<file path="config.mk">
export PLATFORM = sky130hd
export DESIGN_NAME = pipeline_debug_controller
export DESIGN_NICKNAME = d
export VERILOG_FILES = /design/src/rtl/mips_debug_pkg.sv /design/src/rtl/debug_word_serializer.sv /design/src/rtl/pipeline_debug_controller.sv
export SDC_FILE = /design/constraint.sdc
export NUM_CORES = 1
export LEC_CHECK = 0
export ABC_AREA = 1
export CORE_MARGIN = 2
export CORE_UTILIZATION = 55
export DETAILED_ROUTE_END_ITERATION = 8
export GPL_ROUTABILITY_DRIVEN = 0
export HOLD_SLACK_MARGIN = 0.1
export PLACE_DENSITY = 0.86
export SLEW_MARGIN = 20
export SYNTH_ARGS = -nofsm -noshare
export SYNTH_HDL_FRONTEND = slang
export SYNTH_SLANG_ARGS = --single-unit
</file>
<file path="constraint.sdc">
create_clock -name i_clk -period 4.4 [get_ports i_clk]
set_input_delay 0.66 -clock i_clk [delete_from_list [all_inputs] [get_ports i_clk]]
set_output_delay 0.66 -clock i_clk [all_outputs]
set_load 0.01 [all_outputs]
</file>
<file path="src/rtl/mips_debug_pkg.sv">
`default_nettype none
// ============================================================================
//  Module      : mips_debug_pkg
//  Description : Shared constants for the MIPS pipeline debug controller.
//                Holds the command bytes, the bytes-per-word constant and the
//                state encodings of the controller FSM and of the PC-report
//                serializer.
//  Revision    : 1.0 - initial release
// ============================================================================
package mips_debug_pkg;

  // UART command bytes
  localparam logic [7:0] CMD_LOAD = 8'h4C;  // 'L'
  localparam logic [7:0] CMD_RUN  = 8'h52;  // 'R'
  localparam logic [7:0] CMD_STEP = 8'h53;  // 'S'

  // Program words and PC reports travel as 4 bytes, MSB first
  localparam int BYTES_PER_WORD = 4;

  // Controller FSM encoding
  localparam int NB_STATE = 3;
  localparam logic [NB_STATE-1:0] ST_IDLE       = 3'd0;
  localparam logic [NB_STATE-1:0] ST_LOAD_CNT   = 3'd1;
  localparam logic [NB_STATE-1:0] ST_LOAD_BYTE  = 3'd2;
  localparam logic [NB_STATE-1:0] ST_LOAD_WRITE = 3'd3;
  localparam logic [NB_STATE-1:0] ST_RUN        = 3'd4;
  localparam logic [NB_STATE-1:0] ST_STEP       = 3'd5;
  localparam logic [NB_STATE-1:0] ST_STEP_CAP   = 3'd6;
  localparam logic [NB_STATE-1:0] ST_SEND       = 3'd7;

  // Serializer FSM encoding
  localparam int NB_SER_STATE = 2;
  localparam logic [NB_SER_STATE-1:0] SER_IDLE = 2'd0;
  localparam logic [NB_SER_STATE-1:0] SER_SEND = 2'd1;
  localparam logic [NB_SER_STATE-1:0] SER_WAIT = 2'd2;

endpackage
`default_nettype wire

</file>
<file path="src/rtl/debug_word_serializer.sv">
`default_nettype none
// ============================================================================
//  Module      : debug_word_serializer
//  Description : Captures a word on i_load and sends it over the UART
//                transmitter one byte at a time, MSB first, using the
//                start/busy handshake. o_done pulses in the cycle the last
//                byte has finished transmitting.
//  Ports       : i_clk, i_rst        - clock, synchronous active-high reset
//                i_load, i_word      - capture strobe and word to send
//                i_tx_busy           - transmitter busy
//                o_tx_data           - byte presented to the transmitter
//                o_tx_start          - one-cycle transmit request
//                o_done              - one-cycle completion strobe
//  Revision    : 1.0 - initial release
// ============================================================================
module debug_word_serializer
  import mips_debug_pkg::*;
#(
  parameter int NB_DATA = 8,
  parameter int NB_WORD = 32
) (
  input  logic               i_clk,
  input  logic               i_rst,
  input  logic               i_load,
  input  logic [NB_WORD-1:0] i_word,
  input  logic               i_tx_busy,
  output logic [NB_DATA-1:0] o_tx_data,
  output logic               o_tx_start,
  output logic               o_done
);

  logic [NB_SER_STATE-1:0] r_state;
  logic [NB_SER_STATE-1:0] w_state_next;
  logic [NB_WORD-1:0]      r_word;
  logic [1:0]              r_idx;
  logic                    r_first;
  logic                    w_start;
  logic                    w_done;

  // State register and datapath
  always_ff @(posedge i_clk) begin
    if (i_rst) begin
      r_state <= SER_IDLE;
      r_word  <= '0;
      r_idx   <= '0;
      r_first <= 1'b0;
    end else begin
      r_state <= w_state_next;
      if (r_state == SER_IDLE && i_load) begin
        r_word <= i_word;
        r_idx  <= '0;
      end
      if (w_start) begin
        // Next byte moves into the top lane; the index wraps back to 0
        // once the final byte has been started.
        r_word  <= {r_word[NB_WORD-NB_DATA-1:0], {NB_DATA{1'b0}}};
        r_idx   <= r_idx + 2'd1;
        r_first <= 1'b1;
      end else if (r_state == SER_WAIT) begin
        r_first <= 1'b0;
      end
    end
  end

  // Next-state logic
  always_comb begin
    w_state_next = r_state;
    case (r_state)
      SER_IDLE: if (i_load) w_state_next = SER_SEND;
      SER_SEND: if (!i_tx_busy) w_state_next = SER_WAIT;
      // The first wait cycle is skipped: busy only rises one cycle after start
      SER_WAIT: if (!r_first && !i_tx_busy)
                  w_state_next = (r_idx == '0) ? SER_IDLE : SER_SEND;
      default:  w_state_next = SER_IDLE;
    endcase
  end

  // Output logic
  always_comb begin
    w_start = (r_state == SER_SEND) && !i_tx_busy;
    w_done  = (r_state == SER_WAIT) && !r_first && !i_tx_busy && (r_idx == '0);
  end

  assign o_tx_data  = r_word[NB_WORD-1 -: NB_DATA];
  assign o_tx_start = w_start;
  assign o_done     = w_done;

endmodule
`default_nettype wire

</file>
<file path="src/rtl/pipeline_debug_controller.sv">
`default_nettype none
// ============================================================================
//  Module      : pipeline_debug_controller
//  Description : Byte-command sequencer between the UART and the MIPS
//                pipeline. 'L' loads program words into instruction memory,
//                'R' free-runs until halt, 'S' executes a single cycle. After
//                a run or step the fetch PC is reported over the UART.
//  Ports       : i_clk, i_rst              - clock, sync active-high reset
//                i_rx_data, i_rx_valid     - received byte and strobe
//                i_tx_busy                 - transmitter busy
//                i_halt, i_pc_count        - pipeline halt level, fetch PC
//                o_tx_data, o_tx_start     - transmit byte and request
//                o_pipe_enabled, o_pipe_rst- pipeline enable, soft reset
//                o_instr_write_enb, o_instr_addr, o_instr_data
//                                          - instruction-memory write port
//  Revision    : 1.0 - initial release
// ============================================================================
module pipeline_debug_controller
  import mips_debug_pkg::*;
#(
  parameter int NB_DATA  = 8,
  parameter int NB_PC    = 32,
  parameter int NB_INSTR = 32
) (
  input  logic                i_clk,
  input  logic                i_rst,
  input  logic [NB_DATA-1:0]  i_rx_data,
  input  logic                i_rx_valid,
  input  logic                i_tx_busy,
  input  logic                i_halt,
  input  logic [NB_PC-1:0]    i_pc_count,
  output logic [NB_DATA-1:0]  o_tx_data,
  output logic                o_tx_start,
  output logic                o_pipe_enabled,
  output logic                o_pipe_rst,
  output logic                o_instr_write_enb,
  output logic [NB_PC-1:0]    o_instr_addr,
  output logic [NB_INSTR-1:0] o_instr_data
);

  logic [NB_STATE-1:0] r_state;
  logic [NB_STATE-1:0] w_state_next;
  logic                r_pipe_enabled;
  logic                w_pipe_enabled_next;
  logic                r_pipe_rst;
  logic [8:0]          r_word_cnt;      // 1..256 words remaining
  logic [1:0]          r_byte_idx;
  logic [NB_PC-1:0]    r_instr_addr;
  logic [NB_INSTR-1:0] r_instr_data;
  logic                w_write;
  logic                w_last_word;
  logic                w_report_load;
  logic                w_ser_done;
  logic [8:0]          w_cnt_init;

  assign w_last_word = (r_word_cnt == 9'd1);
  // A count byte of zero stands for a full 256-word program
  assign w_cnt_init  = (i_rx_data == '0) ? 9'd256 : {1'b0, i_rx_data};

  // State register plus the registered pipeline controls
  always_ff @(posedge i_clk) begin
    if (i_rst) begin
      r_state        <= ST_IDLE;
      r_pipe_enabled <= 1'b0;
      r_pipe_rst     <= 1'b0;
    end else begin
      r_state        <= w_state_next;
      r_pipe_enabled <= w_pipe_enabled_next;
      r_pipe_rst     <= w_write && w_last_word;
    end
  end

  // Load datapath: word counter, byte index, address and assembled word
  always_ff @(posedge i_clk) begin
    if (i_rst) begin
      r_word_cnt   <= '0;
      r_byte_idx   <= '0;
      r_instr_addr <= '0;
      r_instr_data <= '0;
    end else begin
      if (r_state == ST_LOAD_CNT && i_rx_valid) begin
        r_word_cnt   <= w_cnt_init;
        r_byte_idx   <= '0;
        r_instr_addr <= '0;
      end
      if (r_state == ST_LOAD_BYTE && i_rx_valid) begin
        r_instr_data <= {r_instr_data[NB_INSTR-NB_DATA-1:0], i_rx_data};
        r_byte_idx   <= r_byte_idx + 2'd1;
      end
      if (w_write) begin
        r_instr_addr <= r_instr_addr + 1'b1;
        r_word_cnt   <= r_word_cnt - 9'd1;
      end
    end
  end

  // Next-state logic
  always_comb begin
    w_state_next = r_state;
    case (r_state)
      ST_IDLE: begin
        if (i_rx_valid) begin
          case (i_rx_data)
            CMD_LOAD: w_state_next = ST_LOAD_CNT;
            CMD_RUN:  w_state_next = ST_RUN;
            CMD_STEP: w_state_next = ST_STEP;
            default:  w_state_next = ST_IDLE;
          endcase
        end
      end
      ST_LOAD_CNT:   if (i_rx_valid) w_state_next = ST_LOAD_BYTE;
      ST_LOAD_BYTE:  if (i_rx_valid && r_byte_idx == 2'(BYTES_PER_WORD - 1))
                       w_state_next = ST_LOAD_WRITE;
      ST_LOAD_WRITE: w_state_next = w_last_word ? ST_IDLE : ST_LOAD_BYTE;
      // Halt only counts once the pipeline is actually enabled, so a halt
      // already present on entry still yields one enabled cycle.
      ST_RUN:        if (r_pipe_enabled && i_halt) w_state_next = ST_SEND;
      ST_STEP:       if (r_pipe_enabled) w_state_next = ST_STEP_CAP;
      ST_STEP_CAP:   w_state_next = ST_SEND;
      ST_SEND:       if (w_ser_done) w_state_next = ST_IDLE;
      default:       w_state_next = ST_IDLE;
    endcase
  end

  // Output logic
  always_comb begin
    w_pipe_enabled_next = 1'b0;
    w_write             = 1'b0;
    w_report_load       = 1'b0;
    case (r_state)
      ST_LOAD_WRITE: w_write = 1'b1;
      ST_RUN: begin
        w_pipe_enabled_next = !(r_pipe_enabled && i_halt);
        w_report_load       = r_pipe_enabled && i_halt;
      end
      ST_STEP:       w_pipe_enabled_next = !r_pipe_enabled;
      ST_STEP_CAP:   w_report_load = 1'b1;
      default: ;
    endcase
  end

  debug_word_serializer #(
    .NB_DATA (NB_DATA),
    .NB_WORD (NB_PC)
  ) u_pc_report (
    .i_clk      (i_clk),
    .i_rst      (i_rst),
    .i_load     (w_report_load),
    .i_word     (i_pc_count),
    .i_tx_busy  (i_tx_busy),
    .o_tx_data  (o_tx_data),
    .o_tx_start (o_tx_start),
    .o_done     (w_ser_done)
  );

  assign o_pipe_enabled    = r_pipe_enabled;
  assign o_pipe_rst        = r_pipe_rst;
  assign o_instr_write_enb = w_write;
  assign o_instr_addr      = r_instr_addr;
  assign o_instr_data      = r_instr_data;

endmodule
`default_nettype wire

</file>
==> results.md <==
- Hold WC Path Type: flip-flop to flip-flop
- EDFF count, synth: 0
- Share of cells above drive strength 1: 0.06767
- Sequential area share after synthesis: 0.4221
- DRT iter0 DRCs: between 300 and 400
- Routed len/inst: 13.62 um
- Final ANT Viol Nets: 0
- Distinct cells, synth: 36
- CP endpoint kind: primary output
- Final Core Density: 0.7439
- CP startpoint kind: input port
- WP data arrival: 2.32 ns
- Synthesis-stage register bit count: about 120
- Leading area contributor after synthesis: dfxtp_1
- Status: complete, no violations
- Sequential share of power: 0.420
- Leakage: between 2 and 3 nW
- DRC viols: 0
- H-Tree Depth: 4
- Detail Placement HPWL: between 9000 and 10000 um
- Synth Net Count: roughly 860
- CP peak stage delay: approximately 0.60 ns
- Number of global-route vias before repair: between 5000 and 6000
- Share of the synthesized area in the top cell type: 0.4221
- Worst Setup Path Type: input port to primary output
- Post-CTS setup buffers: 0
- Core area: around 0.0098 mm2
- Slew @ Worst Pin: 0.5932 ns
- Clock Pin Slew Worst Setup and Hold Paths: around 0.060 ns
- Rows: 36
- Most frequent cell after synthesis: nand2_1
- Remaining Overflow, GRT: 0
- Dpl ws: 1.430 ns
- CTS max path bufs: 2
- Via count: 5695
- Final setup TNS: 0 ns
- Worst Path Buf+Inv: 4
- Layout overhead on the synthesized area: 31.03%
- PortBufs: 120
- Chip Height: approximately 100 um
- Clock sinks: ~120
- Synth Flop Type: dfxtp_1
- Largest net degree at the start of global routing: 63
- Switching Fraction: 0.2429
- Diodes inserted: 0
- Final WS setup: 1.417 ns
- Clock tree from TritonCTS: built
- Max cap viols: 0
- Global-route wire length before repair: between 20000 and 25000 um
- Comb power frac: 0.088
- 1st-pass router iterations: 5
- Average cell area after synthesis: ~6.8 um2
- Total Nets Final: 968
- Post-CTS Hold Buffers: 0
- Tcrit/Tclk final: 0.6779
- Latest clock arrival within the worst-skew pair: between 0.5 and 0.6 ns
- Largest fanout on the critical path: 27
- Synth Cell Area: roughly 0.0055 mm2
- Total I/O pin count: 121
- Routed vias/inst: approximately 5.4
- Final-report hold violation count: 0
- Final min period: a little under 3 ns
- Peak supply drop: between 0.2 and 0.3 mV
- P_int: 1.985 mW
- RSZ-0062 raised after global routing: no
- Die W: between 100 and 150 um
- Yosys warning total: 0
- Max Clk Rate: approximately 0.34 GHz
- Pwr dens: around 360 mW/mm2
- Slew Limit Fails: 0
- Commonest cells in the synthesized netlist: 243 x nand2_1, 121 x nor2_1, 117 x dfxtp_1
- P_sw: about 0.64 mW
- Crit-path most repeated cell: clkdlybuf4s50_1
- Kind of cell adding the most delay to the critical path: buffers and inverters
- Post-synth ARST share: 0
- Final wirelength: about 14000 um
- Post-cts sizing count: 0
- Slowest cell on crit path: clkdlybuf4s50_1
- CTS Root Buffer Type: clkbuf_8
- Global Route Usage Sum: 0.2699
- Initial Util: 0.5677
- Max_slew headroom: 0.6039
- Initial antenna violation count: 0
- CTS Buf Count: 17
- Syn Inst Count: ~800
- Synth top area cells: dfxtp_1 42%, nand2_1 16%, nor2_1 8.2%
- DIE AREA: 0.01091 mm2
- Skew final: about 0.0079 ns
- Clk network pwr share: 0.492
- Cell breakdown of the critical path: clkdlybuf4s50_1, nand3b_1, clkinv_1, buf_4, clkdlybuf4s50_1
- CP required: between 3 and 4 ns
- Finish-stage setup viols: 0
[worst reg2reg max path, cell delays in order, from the launching register on]
cell	delay [ns]
dfxtp_1	0.59
inv_4	0.10
nor2_2	0.17
nand3_4	0.16
inv_2	0.42
nand2_1	0.13
a31oi_1	0.22
[per-layer routing]
layer	up-vias	wire [um]	track usage
li1	2843	-	-
met3	22	887	0.06704
met1	2624	5970	0.3246
met4	0	233	0.08205
met2	206	7403	0.4734
met5	-	0	0
[power by group through the flow]
stage                     registers, mW  logic [mW]  clock network [mW]
after floorplan                    1.13       0.123                   0
after global routing               1.10       0.254                1.35
after global placement             1.12       0.219                   0
after CTS                          1.10       0.229                1.30
after detailed placement           1.12       0.226                   0
final                              1.10       0.230                1.29
[through the flow]
stage / power [mW] / cell area, um2 / std cells / hold slack, ns
global placement: 1.342 / 6714 / 1032 / 0.4431
finish: 2.622 / 7271 / 1064 / 0.4643
floorplan: 1.251 / 5549 / 814 / 0.4263
CTS: 2.629 / 7271 / 1064 / 0.4610
detailed placement: 1.350 / 6714 / 1032 / 0.4529
global route: 2.712 / 7271 / 1064 / 0.4879
[state kept, by name, indices dropped and copies added (netlist names)]
| name | cells |
|---|---|
| u_pc_report.r_word | 32 |
| u_pc_report.r_idx | 2 |
| u_pc_report.r_state | 2 |
| o_instr_addr | 32 |
| o_pipe_rst | 1 |
| r_byte_idx | 2 |
| o_pipe_enabled | 1 |
| u_pc_report.r_first | 1 |
| r_state | 3 |
| o_instr_data | 32 |
| r_word_cnt | 9 |
[kinds of logic (layout without fill, tap and decap cells)]
family / after synthesis / in the layout / share of synthesized area
xor+xnor: 2 / 2 / 0.003157
compound gates: 147 / 147 / 0.1436
fa+ha+maj: 5 / 5 / 0.01127
flops: 117 / 117 / 0.4221
buf+inv: 104 / 221 / 0.08546
simple gates: 439 / 439 / 0.3344
[layout make-up]
class,instances,area [um2]
clock buffer,19,421.7
multi-input combinational,593,2733
tap,133,166.4
timing repair buffer,124,1226
clock inverter,13,135.1
fill,729,2504
sequential,117,2342
inverter,65,246.5
[cells in the final DEF, fill, tap and decap left out, types with 2 or more instances in the layout]
master           synthesis  layout
clkdlybuf4s50_1          0     119
nor2_2                   7       7
nand2_2                  4       4
clkbuf_16                0      16
nand4_1                  8       8
a21oi_1                 48      48
clkinvlp_4               0       5
clkinv_4                 0       2
ha_1                     5       5
nand3_1                 37      37
a211oi_1                 3       3
clkinv_2                 0       4
nand3_4                  2       2
nand2_1                243     243
nand3_2                  3       3
nor3_1                   4       4
nor2_4                   4       4
o21ai_0                 57      57
nor3b_1                  2       2
dfxtp_1                117     117
bufinv_16                0       2
a31oi_1                 29      29
clkbuf_1                11       2
nor2_1                 121     121
a22oi_1                  5       5
clkinv_1                 2       2
inv_2                    6       6
o21ai_1                  2       2
o22ai_1                  2       2
buf_4                   14       4
inv_1                   56      56
[path summary, 6_finish.rpt]
check	start	to	slack [ns]	cells past startpoint
worst min register to register	u_pc_report.r_idx[0]	u_pc_report.r_idx[0]	0.46	1
worst max register to register	r_state[2]	u_pc_report.r_word[17]	2.53	6
worst max-delay path	i_tx_busy	o_tx_start	1.42	5
worst min-delay path	u_pc_report.r_idx[0]	u_pc_report.r_idx[0]	0.46	1
(Power assumes the default switching activity.)
==> patch 1, RTL diff (same settings) <==
The parameter `NB_PC` goes from 32 to 16.
--- a/src/rtl/pipeline_debug_controller.sv
+++ b/src/rtl/pipeline_debug_controller.sv
@@ -20,5 +20,5 @@
 #(
   parameter int NB_DATA  = 8,
-  parameter int NB_PC    = 32,
+  parameter int NB_PC    = 16,
   parameter int NB_INSTR = 32
 ) (
Interface: changed (resized i_pc_count and o_instr_addr); port bits go from 121 to 89. The function was not compared with the original's and may differ.
==> patch 1 against the unedited design <==
- sequential cell count shrank 32
- setup slack improved by 61 ps
- synthesized area down 29%
- final area down 32%
- total power decreased by 30%
- largest cell class unchanged
- non-clock buffer count down 33
- wire length shrank 33%
==> patch 1: results (changes against the unedited design) <==
[worst_setup_path]
regToRegStartpoint = r_state[0]
crit_arrival_ps = 2260  ; -60 ps
path_delay_family = buffers and inverters
ff2ff_path_depth = 6  ; unchanged
ff2ff_setup_slack_ps = 2310  ; -220 ps
crit_fanout = 11  ; -59%
cpMaxStageDelayCell = clkdlybuf4s50_1
timing.rr.end = o_instr_data[8]

[synthesis]
ys_types = 34  ; -5.6%
synth_area_leaders = dfxtp_1, nand2_1, nor2_1
synthTopCellsByCount = nand2_1, nor2_1, dfxtp_1
synth_top_area_frac = 0.4337  ; +0.01158
ys_seq_area_frac = 0.4337  ; +0.01158
postSynthNetCount = 596  ; -31%

[clock_tree]
path_clk_slew_ps = 80  ; +20 ps
cts.repair.resized = 0  ; unchanged
htreeDepth = 3  ; -1
clockBufferDepth = 2  ; unchanged
cts_buffers = 9  ; -8
postCtsSetupBuffers = 0  ; unchanged
clk_latency_ps = 360  ; -170 ps

[worst_hold_path]
holdCritStartpoint = u_pc_report.r_word[7]
whs_path_depth = 2  ; +1
hold_end = u_pc_report.r_word[7]

[place]
hpwl_mm = 6.876  ; -30%
placed_area_um2 = 4765  ; -29%
io_buffers = 88  ; -27%

[power]
ir_worst_vdd_mv = 0.3099  ; +19%
p_leak_nw = 1.997  ; -25%

[layout]
drive_gt1_frac = 0.05477  ; -0.01290
largest_reg_flops = 32
nNetsFinal = 669  ; -31%

[timing]
fin_skew_ps = 10.15  ; +2.226 ps
fin_setup_tns_ps = 0  ; unchanged
max-slew-margin-rel = 0.4896  ; -0.1143

[grt]
grt_usage = 0.2573  ; -0.01263
grt_max_degree = 44  ; -30%
grt_pass1_wl_mm = 15.97  ; -35%
grt_pass1_vias = 3626  ; -33%

[outcome]
status = finished, final reports clean

[routing]
dr.first_iter.drc_count = 312  ; -4.9%
drt-wirelength-per-cell_um = 13.21  ; -3.0%
routed_via_density = 5.336  ; -0.31%
drt_first_pass_iters = 6  ; +1

patch 1: changes by cell type after synthesis, sizes merged, moves of 3 or more:
cell    change
a31oi      -20
a22oi       -4
clkbuf      -7
inv         -7
buf         -3
nand2     -113
o22ai       +4
a21oi       -8
nand3      -19
dfxtp      -32
nor2       -38
o21ai       -4
patch 1: worst min-delay path, stage by stage (launching register included):
cell and delay [ps]:
dfxtp_1 320, nand2_1 60, a21oi_1 50
patch 1: cell families (layout without fill, tap and decap cells):
family | count (synthesis) | after routing | synth area share
and+or+nand+nor | 268 | 268 | 0.2867
AOI/OAI and AO/OA | 116 | 116 | 0.1569
DFF | 85 | 85 | 0.4337
buffers and inverters | 85 | 162 | 0.1001
adders and majority gates | 5 | 5 | 0.01594
xor gates and xnor gates | 3 | 3 | 0.006698
patch 1: area by class of cell:
class / count / area [um^2]
tap: 96 / 120.1
multi-input combinational: 392 / 1829
timing repair buffer: 91 / 903.4
inverter: 56 / 210.2
clock inverter: 5 / 37.54
clock buffer: 10 / 127.6
fill: 562 / 1902
sequential: 85 / 1702
patch 1: metrics by stage:
stage                     hold slack, ps    util  power, mW  setup slack [ps]  cells
after floorplan                    425.7       -      1.189              2604    562
after global placement             436.1  0.6974      1.351              1528    720
after detailed placement           455.8  0.6974      1.366              1483    720
after CTS                          470.1  0.7216      1.845              1478    735
after global routing               498.4  0.7216      1.950              1389    735
final                              468.8  0.7216      1.842              1478    735
patch 1: where the power goes:
part | switching (mW) | total (mW) | internal (mW) | leakage, nW
clock | 0.276 | 0.480 | 0.204 | 0.0787
sequential | 0.0589 | 0.896 | 0.837 | 0.689
combinational | 0.270 | 0.466 | 0.196 | 1.23
total | 0.605 | 1.84 | 1.24 | 2.00
patch 1: worst max-delay path by stage:
stage / cells after the start / startpoint / slack (ps) / end
after floorplan: 3 / i_tx_busy / 2600 / o_tx_start
after global placement: 4 / i_tx_busy / 1530 / o_tx_start
after detailed placement: 4 / i_tx_busy / 1480 / o_tx_start
after CTS: 4 / i_tx_busy / 1480 / o_tx_start
after global routing: 4 / i_tx_busy / 1390 / o_tx_start
final: 4 / i_tx_busy / 1480 / o_tx_start
patch 1: routing by layer:
layer | part of all wire | wire, um | GRT usage | up-vias
met3 | 0.067 | 651 | 0.06716 | 18
met5 | 0 | 0 | 0 | -
met2 | 0.50 | 4856 | 0.4361 | 148
met4 | 0.014 | 134 | 0.09642 | 0
li1 | - | - | - | 1951
met1 | 0.42 | 4067 | 0.3147 | 1805
==> patch 2, RTL diff (config.mk and constraints unchanged) <==
Without the edit above. Make the reset (`i_rst`) asynchronous in 3 clocked blocks. Comments in the files are not updated.
--- a/src/rtl/debug_word_serializer.sv
+++ b/src/rtl/debug_word_serializer.sv
@@ -39,5 +39,5 @@
 
   // State register and datapath
-  always_ff @(posedge i_clk) begin
+  always_ff @(posedge i_clk or posedge i_rst) begin
     if (i_rst) begin
       r_state <= SER_IDLE;
--- a/src/rtl/pipeline_debug_controller.sv
+++ b/src/rtl/pipeline_debug_controller.sv
@@ -59,5 +59,5 @@
 
   // State register plus the registered pipeline controls
-  always_ff @(posedge i_clk) begin
+  always_ff @(posedge i_clk or posedge i_rst) begin
     if (i_rst) begin
       r_state        <= ST_IDLE;
@@ -72,5 +72,5 @@
 
   // Load datapath: word counter, byte index, address and assembled word
-  always_ff @(posedge i_clk) begin
+  always_ff @(posedge i_clk or posedge i_rst) begin
     if (i_rst) begin
       r_word_cnt   <= '0;
Check against the original RTL: differs if i_rst is asserted again (counterexample within 4 cycles, from zero or initial values and one cycle with i_rst high); with i_rst held inactive, the same outputs for 10 cycles.
==> patch 2 against the unedited design <==
- sequential share of layout area up 5.0 points
- first-iteration DRC count grew 47%
- sequential cell count is the same
- synthesized area rose by 8.1%
- setup slack improved by 67 ps
- count of clock-buffer cells in the layout shrank 2
- critical path depth up 1
- final area rose by 8.1%
- global-route usage up 1.1 points
- wire length grew 5.3%
- non-clock buffer count up 1
Power is not compared: it rests on default switching activity, and its combinational part moved more than twofold at a synthesized area within 25%.
==> patch 2: results (changes against the unedited design) <==
[worst_setup_path]
ff2ff_path_depth = 7  ; +1
cp_slowest_stage_delay_ps = 500  ; -100 ps
ff2ff_setup_slack_ps = 1810  ; -720 ps
crit_fanout = 36  ; +33%
regToRegStartpoint = r_state[2]
timing.rr.end = u_pc_report.r_word[5]
crit_arrival_ps = 2260  ; -60 ps
cpMaxStageDelayCell = clkdlybuf4s50_1

[worst_hold_path]
hp-class = flop to flop
whs_path_depth = 2  ; +1
hold_end = u_pc_report.r_word[7]
holdCritStartpoint = u_pc_report.r_word[7]

[grt]
grt_usage = 0.2806  ; +0.01076
grt_pass1_wl_mm = 25.65  ; +5.1%
grt_pass1_vias = 5413  ; -0.092%
antenna_found_initial = 0  ; unchanged
grt_max_degree = 85  ; +35%

[routing]
dr.first_iter.drc_count = 481  ; +47%
drt-wirelength-per-cell_um = 14.61  ; +7.3%
routed_via_density = 5.359  ; +0.13%

[synthesis]
synthTopCellsByCount = nand2_1, nor2_1, dfrtp_1
synth_compound_area_frac = 0.09008  ; -0.05356
ys_types = 35  ; -2.8%
synth_xor_area_frac = 0.004379  ; +0.001222
async_flop_share = 1.000  ; +1.000
postSynthNetCount = 827  ; -4.3%
ys_seq_area_frac = 0.4879  ; +0.06581
synth_mux_area_frac = 0.01501  ; +0.01501
netlist_instances = 777  ; -4.5%
yosys.area_share.adder = 0.01043  ; -0.0008486
synth_area_leaders = dfrtp_1, nand2_1, nor2_1

[power]
ir_worst_vdd_mv = 0.4092

[timing]
fin_skew_ps = 12.31  ; +4.389 ps
holdWs_ps = 492.4  ; +28.02 ps
worstMarginPinSlew_ps = 964.3  ; +371.1 ps

[layout]
n_antenna_cell = 0  ; unchanged
drive_gt1_frac = 0.07301  ; +0.005340
instances_no_fill = 1044  ; -1.9%
nFillCells = 764  ; +4.8%
nNetsFinal = 942  ; -2.7%

[place]
dp_slack_ps = 1419  ; -10.93 ps
hpwl_mm = 10.17  ; +2.8%
placed_area_um2 = 7221  ; +7.5%

[clock_tree]
postCtsSetupBuffers = 0  ; unchanged
cts_buffers = 17  ; unchanged
clockBufferDepth = 2  ; unchanged

[outcome]
status = finished, final reports clean

==> patch 2: changes by cell type in the layout (fill, tap and decap cells not counted), sizes merged, moves of 8 or more <==
cell	before	now
a31oi	29	0
nand2	247	218
a21oi	48	18
mux2	0	8
nand3	42	51
nor2	133	147
dfrtp	0	117
o22ai	2	26
o21ai	59	40
dfxtp	117	0
inv	63	95
==> patch 2: layout make-up <==
cell class                      count  area (um^2)  area share
Sequential cell                   117         2928      0.3724
Multi-Input combinational cell    539         2531      0.3219
Timing Repair Buffer              125         1239      0.1575
Clock buffer                       17        414.1     0.05267
Inverter                           92        350.3     0.04456
Clock inverter                     14        225.2     0.02864
Tap cell                          140        175.2     0.02228
==> patch 2: per-layer routing <==
layer  share of wire  wire [um]  track usage  vias up
met5               0          0            0        -
met4           0.025        387       0.1035        0
met3           0.066       1013      0.06269       39
met2            0.49       7485       0.4714      226
met1            0.42       6371       0.3558     2628
li1                -          -            -     2702
==> patch 2: worst register-to-register path, delay by kind of cell (launching register included) <==
family,cells,cell delay [ps]
buffers and inverters,2,450
flip-flops,1,570
AND/OR/NAND/NOR,5,1440
==> patch 2: worst max-delay path by stage <==
| stage | startpoint | end | slack [ps] | depth (start not counted) |
|---|---|---|---|---|
| 2_1_floorplan | i_rst | o_instr_addr[0] | 640 | 1 |
| 3_3_place_gp | i_halt | u_pc_report.r_word[3] | 1460 | 8 |
| 3_5_place_dp | i_halt | u_pc_report.r_word[3] | 1420 | 8 |
| 4_1_cts | i_tx_busy | o_tx_start | 1510 | 6 |
| 5_1_grt | i_tx_busy | o_tx_start | 1390 | 6 |
| 6_report | i_tx_busy | o_tx_start | 1480 | 6 |
